**src/rtl/mem_lsu.sv**
```systemverilog
// Memory-stage load/store unit: drives a req/ack data bus,
// aligns store lanes, extends load data and stalls the pipeline.
module mem_lsu #(
  parameter int ACK_TIMEOUT = 16
) (
  input  logic        clk,
  input  logic        rst,
  input  logic        MemWriteM,
  input  logic [1:0]  ResultSrcM,
  input  logic [2:0]  funct3M,
  input  logic [31:0] ALUresultM,
  input  logic [31:0] WriteDataM,
  output logic [31:0] ReadDataM,
  output logic        StallM,
  output logic        MisalignM,
  output logic        BusErrM,
  output logic        mem_req,
  output logic        mem_we,
  output logic [31:0] mem_addr,
  output logic [31:0] mem_wdata,
  output logic [3:0]  mem_wstrb,
  input  logic [31:0] mem_rdata,
  input  logic        mem_ack
);

  typedef enum logic [1:0] {
    IDLE,
    BUSY,
    DONE
  } state_t;

  localparam logic [7:0] TMAX = 8'(ACK_TIMEOUT - 1);

  state_t      state;
  state_t      nxt;
  logic        acc;
  logic        is_b;
  logic        is_h;
  logic        is_w;
  logic        mis;
  logic        tmo;
  logic [3:0]  strb;
  logic [31:0] wd;
  logic [31:0] ld;
  logic [7:0]  ld_b;
  logic [15:0] ld_h;
  logic [7:0]  cnt;
  logic [1:0]  lo;
  logic [2:0]  f3;

  assign acc  = MemWriteM | (ResultSrcM == 2'b01);
  assign is_b = (funct3M[1:0] == 2'b00);
  assign is_h = (funct3M[1:0] == 2'b01);
  assign is_w = funct3M[1];
  assign mis  = (is_h & ALUresultM[0]) |
                (is_w & (|ALUresultM[1:0]));
  assign tmo  = (cnt == TMAX);
  assign StallM = acc & (state != DONE);

  always_comb begin
    strb = 4'hF;
    wd   = WriteDataM;
    unique case (1'b1)
      is_b: begin
        strb = 4'b0001 << ALUresultM[1:0];
        wd   = {4{WriteDataM[7:0]}};
      end
      is_h: begin
        strb = 4'b0011 << {ALUresultM[1], 1'b0};
        wd   = {2{WriteDataM[15:0]}};
      end
      default: begin
        strb = 4'hF;
        wd   = WriteDataM;
      end
    endcase
  end

  // Extraction uses the offset/size captured at request time.
  assign ld_b = mem_rdata[{lo, 3'b000} +: 8];
  assign ld_h = mem_rdata[{lo[1], 4'b0000} +: 16];

  always_comb begin
    ld = mem_rdata;
    unique case (1'b1)
      (f3[1:0] == 2'b00):
        ld = f3[2] ? {24'b0, ld_b}
                   : {{24{ld_b[7]}}, ld_b};
      (f3[1:0] == 2'b01):
        ld = f3[2] ? {16'b0, ld_h}
                   : {{16{ld_h[15]}}, ld_h};
      default:
        ld = mem_rdata;
    endcase
  end

  always_comb begin
    nxt = state;
    case (state)
      IDLE:    if (acc) nxt = mis ? DONE : BUSY;
      BUSY:    if (mem_ack | tmo) nxt = DONE;
      DONE:    nxt = IDLE;
      default: nxt = IDLE;
    endcase
  end

  always_ff @(posedge clk) begin
    if (rst) state <= IDLE;
    else     state <= nxt;
  end

  always_ff @(posedge clk) begin
    if (rst) begin
      mem_req   <= 1'b0;
      mem_we    <= 1'b0;
      mem_addr  <= '0;
      mem_wdata <= '0;
      mem_wstrb <= '0;
      ReadDataM <= '0;
      MisalignM <= 1'b0;
      BusErrM   <= 1'b0;
      cnt       <= '0;
      lo        <= '0;
      f3        <= '0;
    end else begin
      MisalignM <= 1'b0;
      BusErrM   <= 1'b0;
      case (state)
        IDLE: begin
          if (acc && mis) begin
            MisalignM <= 1'b1;
            ReadDataM <= '0;
          end else if (acc) begin
            mem_req   <= 1'b1;
            mem_we    <= MemWriteM;
            mem_addr  <= {ALUresultM[31:2], 2'b00};
            mem_wdata <= wd;
            mem_wstrb <= MemWriteM ? strb : 4'h0;
            cnt       <= '0;
            lo        <= ALUresultM[1:0];
            f3        <= funct3M;
          end
        end
        BUSY: begin
          if (mem_ack) begin
            mem_req   <= 1'b0;
            ReadDataM <= ld;
          end else if (tmo) begin
            mem_req   <= 1'b0;
            BusErrM   <= 1'b1;
            ReadDataM <= '0;
          end else begin
            cnt <= cnt + 8'd1;
          end
        end
        default: ;
      endcase
    end
  end

endmodule

```
**config.mk**
```make
export PLATFORM = sky130hd
export DESIGN_NAME = mem_lsu
export DESIGN_NICKNAME = d
export VERILOG_FILES = /design/src/rtl/mem_lsu.sv
export SDC_FILE = /design/constraint.sdc
export NUM_CORES = 1
export LEC_CHECK = 0
export BUFFER_PORTS_ARGS = -buffer_cell sky130_fd_sc_hd__buf_2
export CORE_ASPECT_RATIO = 0.9
export CORE_MARGIN = 3
export CORE_UTILIZATION = 48
export CTS_CLUSTER_SIZE = 20
export DETAILED_ROUTE_END_ITERATION = 12
export GPL_ROUTABILITY_DRIVEN = 1
export GPL_TIMING_DRIVEN = 0
export PLACE_DENSITY = 0.89
export SETUP_SLACK_MARGIN = 0.15
export SLEW_MARGIN = 20
export SYNTH_ARGS = -nofsm -noshare
export SYNTH_HDL_FRONTEND = slang
export SYNTH_SLANG_ARGS = --single-unit
```
**constraint.sdc**
```tcl
create_clock -name clk -period 2.3 [get_ports clk]
set_clock_uncertainty 0.2 [all_clocks]
set_input_delay 0.345 -clock clk [delete_from_list [all_inputs] [get_ports clk]]
set_output_delay 0.345 -clock clk [all_outputs]
set_load 0.02 [all_outputs]
```
==> results of run 1 <==
[worst paths after layout]
check	endpoint	slack, ns	startpoint	cells past startpoint
min	mem_wdata[6]	0.02	WriteDataM[6]	3
max	cnt[7]	0.21	cnt[0]	6
min reg2reg	ReadDataM[3]	0.24	ReadDataM[3]	2
max reg2reg	cnt[7]	0.21	cnt[0]	6
[worst max-delay path, delay by kind of cell, from the launching register on]
family                     cells  cell delay [ns]
and+or+nand+nor                2             0.72
AOI/OAI and AO/OA              3             0.54
DFF                            1             0.33
adders and majority gates      1             0.23
[power by group through the flow]
stage	combinational, uW	clock, uW	sequential (uW)
global placement	954	0	2240
finish	1050	2300	2210
floorplan	479	0	2370
CTS	1010	2320	2210
global route	1140	2430	2220
detailed placement	964	0	2250
[cells by family (layout without fill, tap and decap cells)]
group | Yosys count | count (layout) | share of synthesized area [%]
AOI/OAI and AO/OA | 169 | 169 | 21.0
buffers and inverters | 59 | 327 | 5.69
other | 1 | 3 | 0.0725
muxes | 27 | 27 | 5.64
adders and majority gates | 1 | 1 | 0.242
DFF | 117 | 117 | 45.3
and+or+nand+nor | 273 | 273 | 22.1
[metal layers]
layer,vias up,share of wire [%],GRT usage [%]
li1,2751,-,-
met1,2595,39,32.9
met2,308,48,44.8
met3,65,9.8,10.5
met4,0,3.9,13.3
met5,-,0,0
[through the flow]
step	worst slack (ns)	total power, uW	cells
after floorplan	0.377	2850	648
after global placement	0.139	3200	983
after detailed placement	0.154	3210	983
after CTS	0.221	5540	1042
after global routing	0.0984	5790	1045
final	0.206	5570	1046
[layout make-up]
cell class	instances	share of cell area (%)
Antenna cell	1	0.0347
Buffer	52	3.73
Clock buffer	23	6.63
Clock inverter	6	0.417
Inverter	7	0.365
Multi-Input combinational cell	472	35.3
Sequential cell	117	32.5
Tap cell	129	2.24
Timing Repair Buffer	239	18.8
[flip-flops by register name, indices dropped and copies added (netlist names), 2 cells and up]
register   cells
state          2
cnt            8
ReadDataM     32
mem_wdata     32
mem_wstrb      4
lo             2
mem_addr      30
f3             3
[synthesized netlist by cell type, drive strengths merged]
cell type | number | area [um2]
nand2b | 6 | 45.0
o22ai | 1 | 6.26
a221o | 1 | 10.0
and2 | 4 | 25.0
o211ai | 2 | 15.0
conb | 1 | 3.75
nor3b | 1 | 7.51
nand3 | 3 | 15.0
mux2i | 19 | 190
and3 | 1 | 11.3
mux2 | 7 | 78.8
or2 | 1 | 6.26
nor4 | 3 | 25.0
o21ai | 21 | 109
a22oi | 1 | 7.51
or4 | 3 | 22.5
o311ai | 1 | 8.76
a31oi | 7 | 43.8
dfxtp | 117 | 2340
nor2 | 34 | 128
a32oi | 1 | 8.76
buf | 31 | 189
ha | 1 | 12.5
nor3 | 9 | 45.0
nand2 | 196 | 736
inv | 7 | 26.3
a21oi | 81 | 413
a311oi | 8 | 70.1
or3 | 4 | 25.0
mux4 | 1 | 22.5
a211oi | 9 | 72.6
a22o | 23 | 201
o221ai | 8 | 70.1
o211a | 1 | 17.5
clkbuf | 21 | 78.8
a221oi | 1 | 8.76
o31ai | 3 | 22.5
nor2b | 8 | 50.1
[what timing repair did]
item | in CTS | in global routing
endpoints found under the setup margin | 0 | 19
resized for setup | 0 | 2
buffers inserted | 0 | 3
hold buffers | 30 | 0
hold endpoints to repair | 30 | 0
==> impl_metrics.py, run 1 <==
metrics = {
    "floorplanning": {
        "core_mm2": 0.0104,
        "rows": 35,
        "die_x_um": 115,
        "die_height_um": 104,
        "die_area_mm2": 0.0121,
        "pin_count": 210,
        "floorplan.initialDensity_pct": 49.8,
    },
    "worst_setup_path": {
        "cp_cell_sequence": "ha_1, and3_4, a211oi_2, a21oi_2, or4_1, a21oi_1",
        "cp_slowest_cell": "or4_1",
        "worst-path-max-fanout": 6,
        "cp_slowest_stage_delay_ns": 0.52,
        "critPathArrivalTime_ns": 2.23,
        "critPathLaunchType": "register",
        "cp-end-kind": "register",
        "worstPathRequired_ns": 2.44,
        "crit_type": "reg -> reg",
    },
    "power_and_ir_drop": {
        "power.density_mw_per_mm2": 772,
        "p_switching_uw": 1590,
        "peakVddDrop_mv": 0.574,
        "swShare_pct": 28.6,
        "p_int_uw": 3970,
        "combPwrFrac_pct": 18.9,
        "pwr-share-seq_pct": 39.7,
        "power.leakage_uw": 0.00335,
        "clkPwrFrac_pct": 41.4,
    },
    "cells_and_area": {
        "area_growth_pct": 39.4,
        "nNetsFinal": 1012,
        "final_cell_mix": "buf_2, nand2_1, dfxtp_1, a21oi_1, nor2_1",
        "drive_gt1_share_pct": 30.9,
        "finish.utilization_pct": 69.4,
        "final_common_cell": "buf_2",
        "fin_area_mm2": 0.00721,
        "fill_cells": 803,
        "final-seq-area_mm2": 0.00234,
        "multiInputGateArea_mm2": 0.00254,
    },
    "drt": {
        "num_vias": 5719,
        "wl_per_cell_um": 16.6,
        "drt_first_pass_iters": 5,
        "ant_nets": 0,
        "drtIter0Drc": 414,
        "drt_wl_total_um": 17300,
        "post_drt_via_cell_ratio": 5.47,
        "drc": 0,
    },
    "sta": {
        "finalHoldViolCount": 0,
        "fin_crit_ns": 2.09,
        "tns_ns": 0,
        "hold_slack_ns": 0.0160,
        "grt_setup_unrepaired": "true",
        "tightest_slew_ns": 0.662,
        "relSlewSlack_pct": 55.7,
        "setup_violations": 0,
        "slew_violations": 0,
        "timing.fmax_mhz": 478,
        "period_share_pct": 91.0,
    },
    "flow_run": {
        "drv_cap": 0,
    },
    "placement": {
        "placed_area_mm2": 0.00637,
        "dp_hpwl_um": 11800,
        "finalWeightedCongestion": 0.923,
        "io_buffers": 206,
    },
    "clock_network": {
        "clk_pin_slew_ns": 0.05,
        "clkLatencyLatePin_ns": 0.41,
        "clock_path_buffers": 2,
        "tritoncts": "yes",
        "htree_levels": 4,
        "numCtsBuffers": 17,
        "cts_num_sinks": 117,
        "cts-root-buf": "clkbuf_16",
    },
    "yosys": {
        "syn-cell-area_mm2": 0.00517,
        "synth_cell_type_count": 46,
        "synthCells": 647,
        "synth-seq-cells": 117,
        "ys_seq_area_share_pct": 45.3,
        "avgSynthCellArea_um2": 7.99,
        "yosys_warnings": 0,
    },
    "hold_path": {
        "hold_path.class": "in -> reg",
    },
    "global_routing": {
        "grt_pass1_wl_um": 26600,
        "overflow": 0,
        "grt_max_degree": 17,
        "track_usage_pct": 28.0,
        "antenna_found_initial": 0,
        "grt_pass1_vias": 5469,
    },
    "outcome": {
        "status": "finished, final reports clean",
    },
}
(Power assumes the default switching activity.)
==> run 2: changes to the inputs <==
--- a/config.mk
+++ b/config.mk
@@ -12,8 +12,8 @@
 export CTS_CLUSTER_SIZE = 20
 export DETAILED_ROUTE_END_ITERATION = 12
 export GPL_ROUTABILITY_DRIVEN = 1
-export GPL_TIMING_DRIVEN = 0
 export PLACE_DENSITY = 0.89
+export REMOVE_ABC_BUFFERS = 1
 export SETUP_SLACK_MARGIN = 0.15
 export SLEW_MARGIN = 20
 export SYNTH_ARGS = -nofsm -noshare
==> run 2 against run 1 <==
Against the previous run:
- first-iteration DRC count is 29% higher
- via count fell by 2.1%
- flip-flop and latch count stayed put
- global-route usage decreased by 0.16 points
- setup slack lost 0.040 ns
- die area is the same
- count of clock-buffer cells in the layout down 5
- maximum frequency is 1.9% lower
- clock power up 14%
- worst hold slack worse by 0.010 ns
==> impl_metrics.py, run 2 (synthesis gave the netlist of run 1 again) <==
metrics = {
    "cells_and_area": {
        "diodes": 0,
        "nNetsFinal": 975,
        "area_growth_pct": 39.6,
        "final_cell_mix": "buf_2, nand2_1, dfxtp_1, a21oi_1, nor2_1",
        "drive_gt1_share_pct": 31.6,
        "final_common_cell": "buf_2",
        "top_regs": "ReadDataM x32, mem_wdata x32, mem_addr x30",
    },
    "placement": {
        "dp_hpwl_um": 10400,
        "io_buffers": 207,
        "finalWeightedCongestion": 0.823,
    },
    "worst_setup_path": {
        "worstPathRequired_ns": 2.44,
        "r2r_end": "cnt[6]",
        "critPathArrivalTime_ns": 2.27,
        "cp-end-kind": "register",
        "reg2reg_from": "cnt[0]",
        "worst-path-max-fanout": 7,
        "worstSetupStartpoint": "cnt[0]",
        "critPathLaunchType": "register",
        "crit_type": "reg -> reg",
        "critPathCapture": "cnt[6]",
        "reg2reg_depth": 6,
        "rrSetupSlack_ns": 0.17,
    },
    "floorplanning": {
        "floorplan.initialDensity_pct": 49.8,
        "die_x_um": 115,
        "core_mm2": 0.0104,
        "rows": 35,
        "die_height_um": 104,
        "die_area_mm2": 0.0121,
        "pin_count": 210,
    },
    "sta": {
        "relSlewSlack_pct": 55.7,
        "tightest_slew_ns": 0.664,
        "period_share_pct": 92.8,
        "tns_ns": 0,
        "slew_violations": 0,
        "hold_slack_ns": 0.00591,
        "finalHoldViolCount": 0,
        "grt_setup_unrepaired": "true",
        "fin_crit_ns": 2.13,
        "timing.fmax_mhz": 469,
        "setup_violations": 0,
    },
    "clock_network": {
        "tritoncts": "yes",
        "cts_num_sinks": 117,
        "cts-root-buf": "clkbuf_16",
        "htree_levels": 4,
        "clkLatencyLatePin_ns": 0.41,
        "clock_path_buffers": 2,
        "numCtsBuffers": 17,
        "clk_pin_slew_ns": 0.06,
    },
    "global_routing": {
        "grt_max_degree": 65,
        "track_usage_pct": 27.9,
        "grt_pass1_vias": 5497,
        "grt_pass1_wl_um": 26900,
        "overflow": 0,
        "antenna_found_initial": 1,
    },
    "drt": {
        "wl_per_cell_um": 16.7,
        "drc": 0,
        "num_vias": 5600,
        "post_drt_via_cell_ratio": 5.54,
        "ant_nets": 0,
        "drt_wl_total_um": 16800,
        "drtIter0Drc": 534,
        "drt_first_pass_iters": 5,
    },
    "flow_run": {
        "drv_cap": 0,
    },
    "hold_path": {
        "hold_path.class": "in -> reg",
        "min_from": "WriteDataM[3]",
    },
    "outcome": {
        "status": "finished, final reports clean",
    },
    "power_and_ir_drop": {
        "power.leakage_uw": 0.00329,
        "power.density_mw_per_mm2": 809,
        "peakVddDrop_mv": 0.667,
    },
}
## run 2: cell types whose count changed in the layout (fill, tap and decap cells not counted), moves of 5 or more
cell        previous run  this run
buf_2                228       207
clkinv_2               6         1
clkbuf_1              24         0
clkinv_4               0         5
clkinvlp_4             0         5
buf_4                  7        14
## run 2: power by group
group          internal (uW)  switching, uW  leakage [uW]  total, uW
registers               2140           68.5      0.000953       2210
logic                    382            627       0.00207       1010
clock network           1630            993      0.000275       2620
## run 2: critical path, stage by stage, from the launching register on
cell and delay, ns:
dfxtp_1 0.34, ha_2 0.22, and3_4 0.21, a211oi_4 0.34, a21oi_4 0.09, or4_1 0.51
a21oi_2 0.15
## run 2: area by class of cell
cell class,count,area (um2)
multi-input cells,472,2590
fillers,804,3160
inverters,7,26.3
well taps,129,161
clock inverters,14,155
flip-flops and latches,117,2340
clock buffers,18,439
repair buffers,254,1500
## run 2: worst min-delay path by stage
stage	to	slack, ns	cells past startpoint
3_3_place_gp	ReadDataM[6]	0.22	2
2_1_floorplan	f3[0]	0.21	1
3_5_place_dp	ReadDataM[7]	0.22	2
6_report	mem_wdata[3]	0.006	3
4_1_cts	mem_wdata[3]	0.001	3
5_1_grt	mem_wdata[7]	0.02	3
## run 2: what timing repair did
action / 4_1_cts / 5_1_grt
endpoints found under the hold margin: 30 / 0
resized for setup: 0 / 8
endpoints found under the setup margin: 0 / 22
setup buffers: 0 / 1
hold buffers: 30 / 0
## run 2: routing by layer
metal,share of wire [%],up-vias,GRT usage [%]
li1,-,2674,-
met3,8.9,50,9.83
met5,0.065,-,0
met4,3.0,2,11.6
met2,50,303,48.1
met1,38,2571,30.7
## run 2: through the flow
stage	instances	setup WS, ns	total power, uW	cell area, um2	util [%]
2_1_floorplan	596	-0.720	2770	4910	-
3_3_place_gp	948	0.288	3160	6270	60.4
3_5_place_dp	948	0.184	3180	6270	60.4
4_1_cts	1010	0.151	5830	7160	69.0
5_1_grt	1011	0.112	6070	7220	69.5
6_report	1011	0.166	5840	7220	69.5
==> run 3: changes to the inputs <==
--- a/config.mk
+++ b/config.mk
@@ -6,7 +6,7 @@
 export NUM_CORES = 1
 export LEC_CHECK = 0
 export BUFFER_PORTS_ARGS = -buffer_cell sky130_fd_sc_hd__buf_2
-export CORE_ASPECT_RATIO = 0.9
+export CORE_ASPECT_RATIO = 0.75
 export CORE_MARGIN = 3
 export CORE_UTILIZATION = 48
 export CTS_CLUSTER_SIZE = 20
@@ -15,7 +15,7 @@
 export PLACE_DENSITY = 0.89
 export REMOVE_ABC_BUFFERS = 1
 export SETUP_SLACK_MARGIN = 0.15
-export SLEW_MARGIN = 20
+export SLEW_MARGIN = 30
 export SYNTH_ARGS = -nofsm -noshare
 export SYNTH_HDL_FRONTEND = slang
 export SYNTH_SLANG_ARGS = --single-unit
==> run 3 against run 2 <==
Against the previous run:
- die area barely moved
- maximum frequency rose by 3.3%
- clock power rose by 6%
- largest power group unchanged
- total power rose by 2.2%
- final area barely moved
- sequential share of layout area barely moved
- critical path depth did not move
==> impl_metrics.py, run 3 (synthesis gave the netlist of run 1 again) <==
metrics = {
    "clock_network": {
        "clkLatencyLatePin_ns": 0.40,
        "tritoncts": "yes",
        "numCtsBuffers": 17,
        "clk_pin_slew_ns": 0.05,
        "clock_path_buffers": 2,
        "htree_levels": 4,
        "cts_num_sinks": 117,
        "cts-root-buf": "clkbuf_16",
    },
    "worst_setup_path": {
        "critPathArrivalTime_ns": 2.19,
        "worst-path-max-fanout": 10,
        "worstPathRequired_ns": 2.43,
        "critPathCapture": "cnt[5]",
        "cp-end-kind": "register",
        "critPathLaunchType": "register",
        "r2r_end": "cnt[5]",
        "worstSetupStartpoint": "cnt[0]",
        "reg2reg_from": "cnt[0]",
        "rrSetupSlack_ns": 0.23,
        "crit_type": "reg -> reg",
        "reg2reg_depth": 6,
    },
    "floorplanning": {
        "core_mm2": 0.0104,
        "die_area_mm2": 0.0121,
        "rows": 32,
        "die_height_um": 95.9,
        "floorplan.initialDensity_pct": 49.7,
        "die_x_um": 126,
        "pin_count": 210,
    },
    "placement": {
        "dp.cells": 954,
        "io_buffers": 207,
        "pre_cts_ws_ns": 0.128,
        "placed_area_mm2": 0.00626,
        "finalWeightedCongestion": 0.894,
        "dp_hpwl_um": 10400,
    },
    "cells_and_area": {
        "drive_gt1_share_pct": 31.3,
        "top_regs": "ReadDataM x32, mem_wdata x32, mem_addr x30",
        "layout.cells.non_filler": 1016,
        "final_cell_mix": "buf_2, nand2_1, dfxtp_1, a21oi_1, nor2_1",
        "area_growth_pct": 39.5,
        "fin_area_mm2": 0.00721,
        "diodes": 0,
        "final_common_cell": "buf_2",
        "nNetsFinal": 973,
    },
    "drt": {
        "drt_first_pass_iters": 4,
        "drt_wl_total_um": 15800,
        "num_vias": 5476,
        "drtIter0Drc": 392,
        "wl_per_cell_um": 15.6,
        "drc": 0,
        "ant_nets": 0,
        "post_drt_via_cell_ratio": 5.39,
    },
    "global_routing": {
        "grt_max_degree": 78,
        "overflow": 0,
        "grt_pass1_wl_um": 24900,
        "grt_pass1_vias": 5200,
        "antenna_found_initial": 0,
        "track_usage_pct": 25.5,
    },
    "flow_run": {
        "drv_cap": 0,
    },
    "sta": {
        "setup_violations": 0,
        "tightest_slew_ns": 0.635,
        "period_share_pct": 89.8,
        "hold_slack_ns": 0.0114,
        "timing.fmax_mhz": 484,
        "slew_violations": 0,
        "relSlewSlack_pct": 57.3,
        "finalHoldViolCount": 0,
        "grt_setup_unrepaired": "true",
        "setup_ws_ns": 0.235,
        "fin_crit_ns": 2.07,
    },
    "power_and_ir_drop": {
        "power.density_mw_per_mm2": 828,
        "peakVddDrop_mv": 0.604,
        "power.leakage_uw": 0.00329,
    },
    "hold_path": {
        "hold_path.class": "in -> reg",
    },
    "outcome": {
        "status": "finished, final reports clean",
    },
}
## run 3: cell types whose count changed in the layout (fill, tap and decap cells not counted), sizes merged
cell | previous run | this run
bufinv | 2 | 4
clkbuf | 18 | 20
dlygate4sd3 | 30 | 29
clkinvlp | 5 | 4
clkinv | 6 | 3
buf | 224 | 223
## run 3: metrics by stage
stage | TNS, ns | utilization (%) | power, uW
after CTS | 0 | 68.9 | 5980
after detailed placement | 0 | 60.1 | 3170
final | 0 | 69.3 | 5970
after global placement | 0 | 60.1 | 3150
after global routing | 0 | 69.3 | 6200
after floorplan | -54.25 | - | 2770
## run 3: cell type report
type	instances	area, um2
Clock buffer	20	447
Clock inverter	12	178
Fill cell	831	3200
Inverter	7	26.3
Multi-Input combinational cell	472	2580
Sequential cell	117	2340
Tap cell	136	170
Timing Repair Buffer	252	1470
## run 3: worst min path at each step
stage                              start             to  slack [ns]  cells past startpoint
final                     ALUresultM[25]   mem_addr[25]        0.01                      3
after global routing      ALUresultM[20]   mem_addr[20]        0.01                      3
after CTS                 ALUresultM[25]   mem_addr[25]       0.001                      3
after detailed placement   ReadDataM[15]  ReadDataM[15]        0.22                      2
after global placement     ReadDataM[15]  ReadDataM[15]        0.22                      2
after floorplan                      rst          f3[0]        0.21                      1
## run 3: where the power goes
group	internal (uW)	switching (uW)
Sequential	2140	67.8
Combinational	370	618
Clock	1840	931
Total	4360	1620
## run 3: critical path, stage by stage, from the launching register on
cell,delay [ns]
dfxtp_1,0.33
ha_2,0.21
and3_4,0.20
a211oi_4,0.30
a21oi_4,0.09
or4_4,0.53
a21oi_2,0.14
## run 3: metal layers
layer	GRT usage, %	vias to the layer above	share of wire (%)
li1	-	2669	-
met5	0	-	0
met3	7.27	32	8.0
met4	8.13	0	2.0
met1	30.9	2522	41
met2	44.4	253	49
## run 3: repair_timing
item / 4_1_cts / 5_1_grt
hold buffers: 29 / 0
endpoints found under the setup margin: 0 / 6
gates resized for setup: 0 / 6
hold endpoints to repair: 29 / 0
setup buffers: 0 / 1
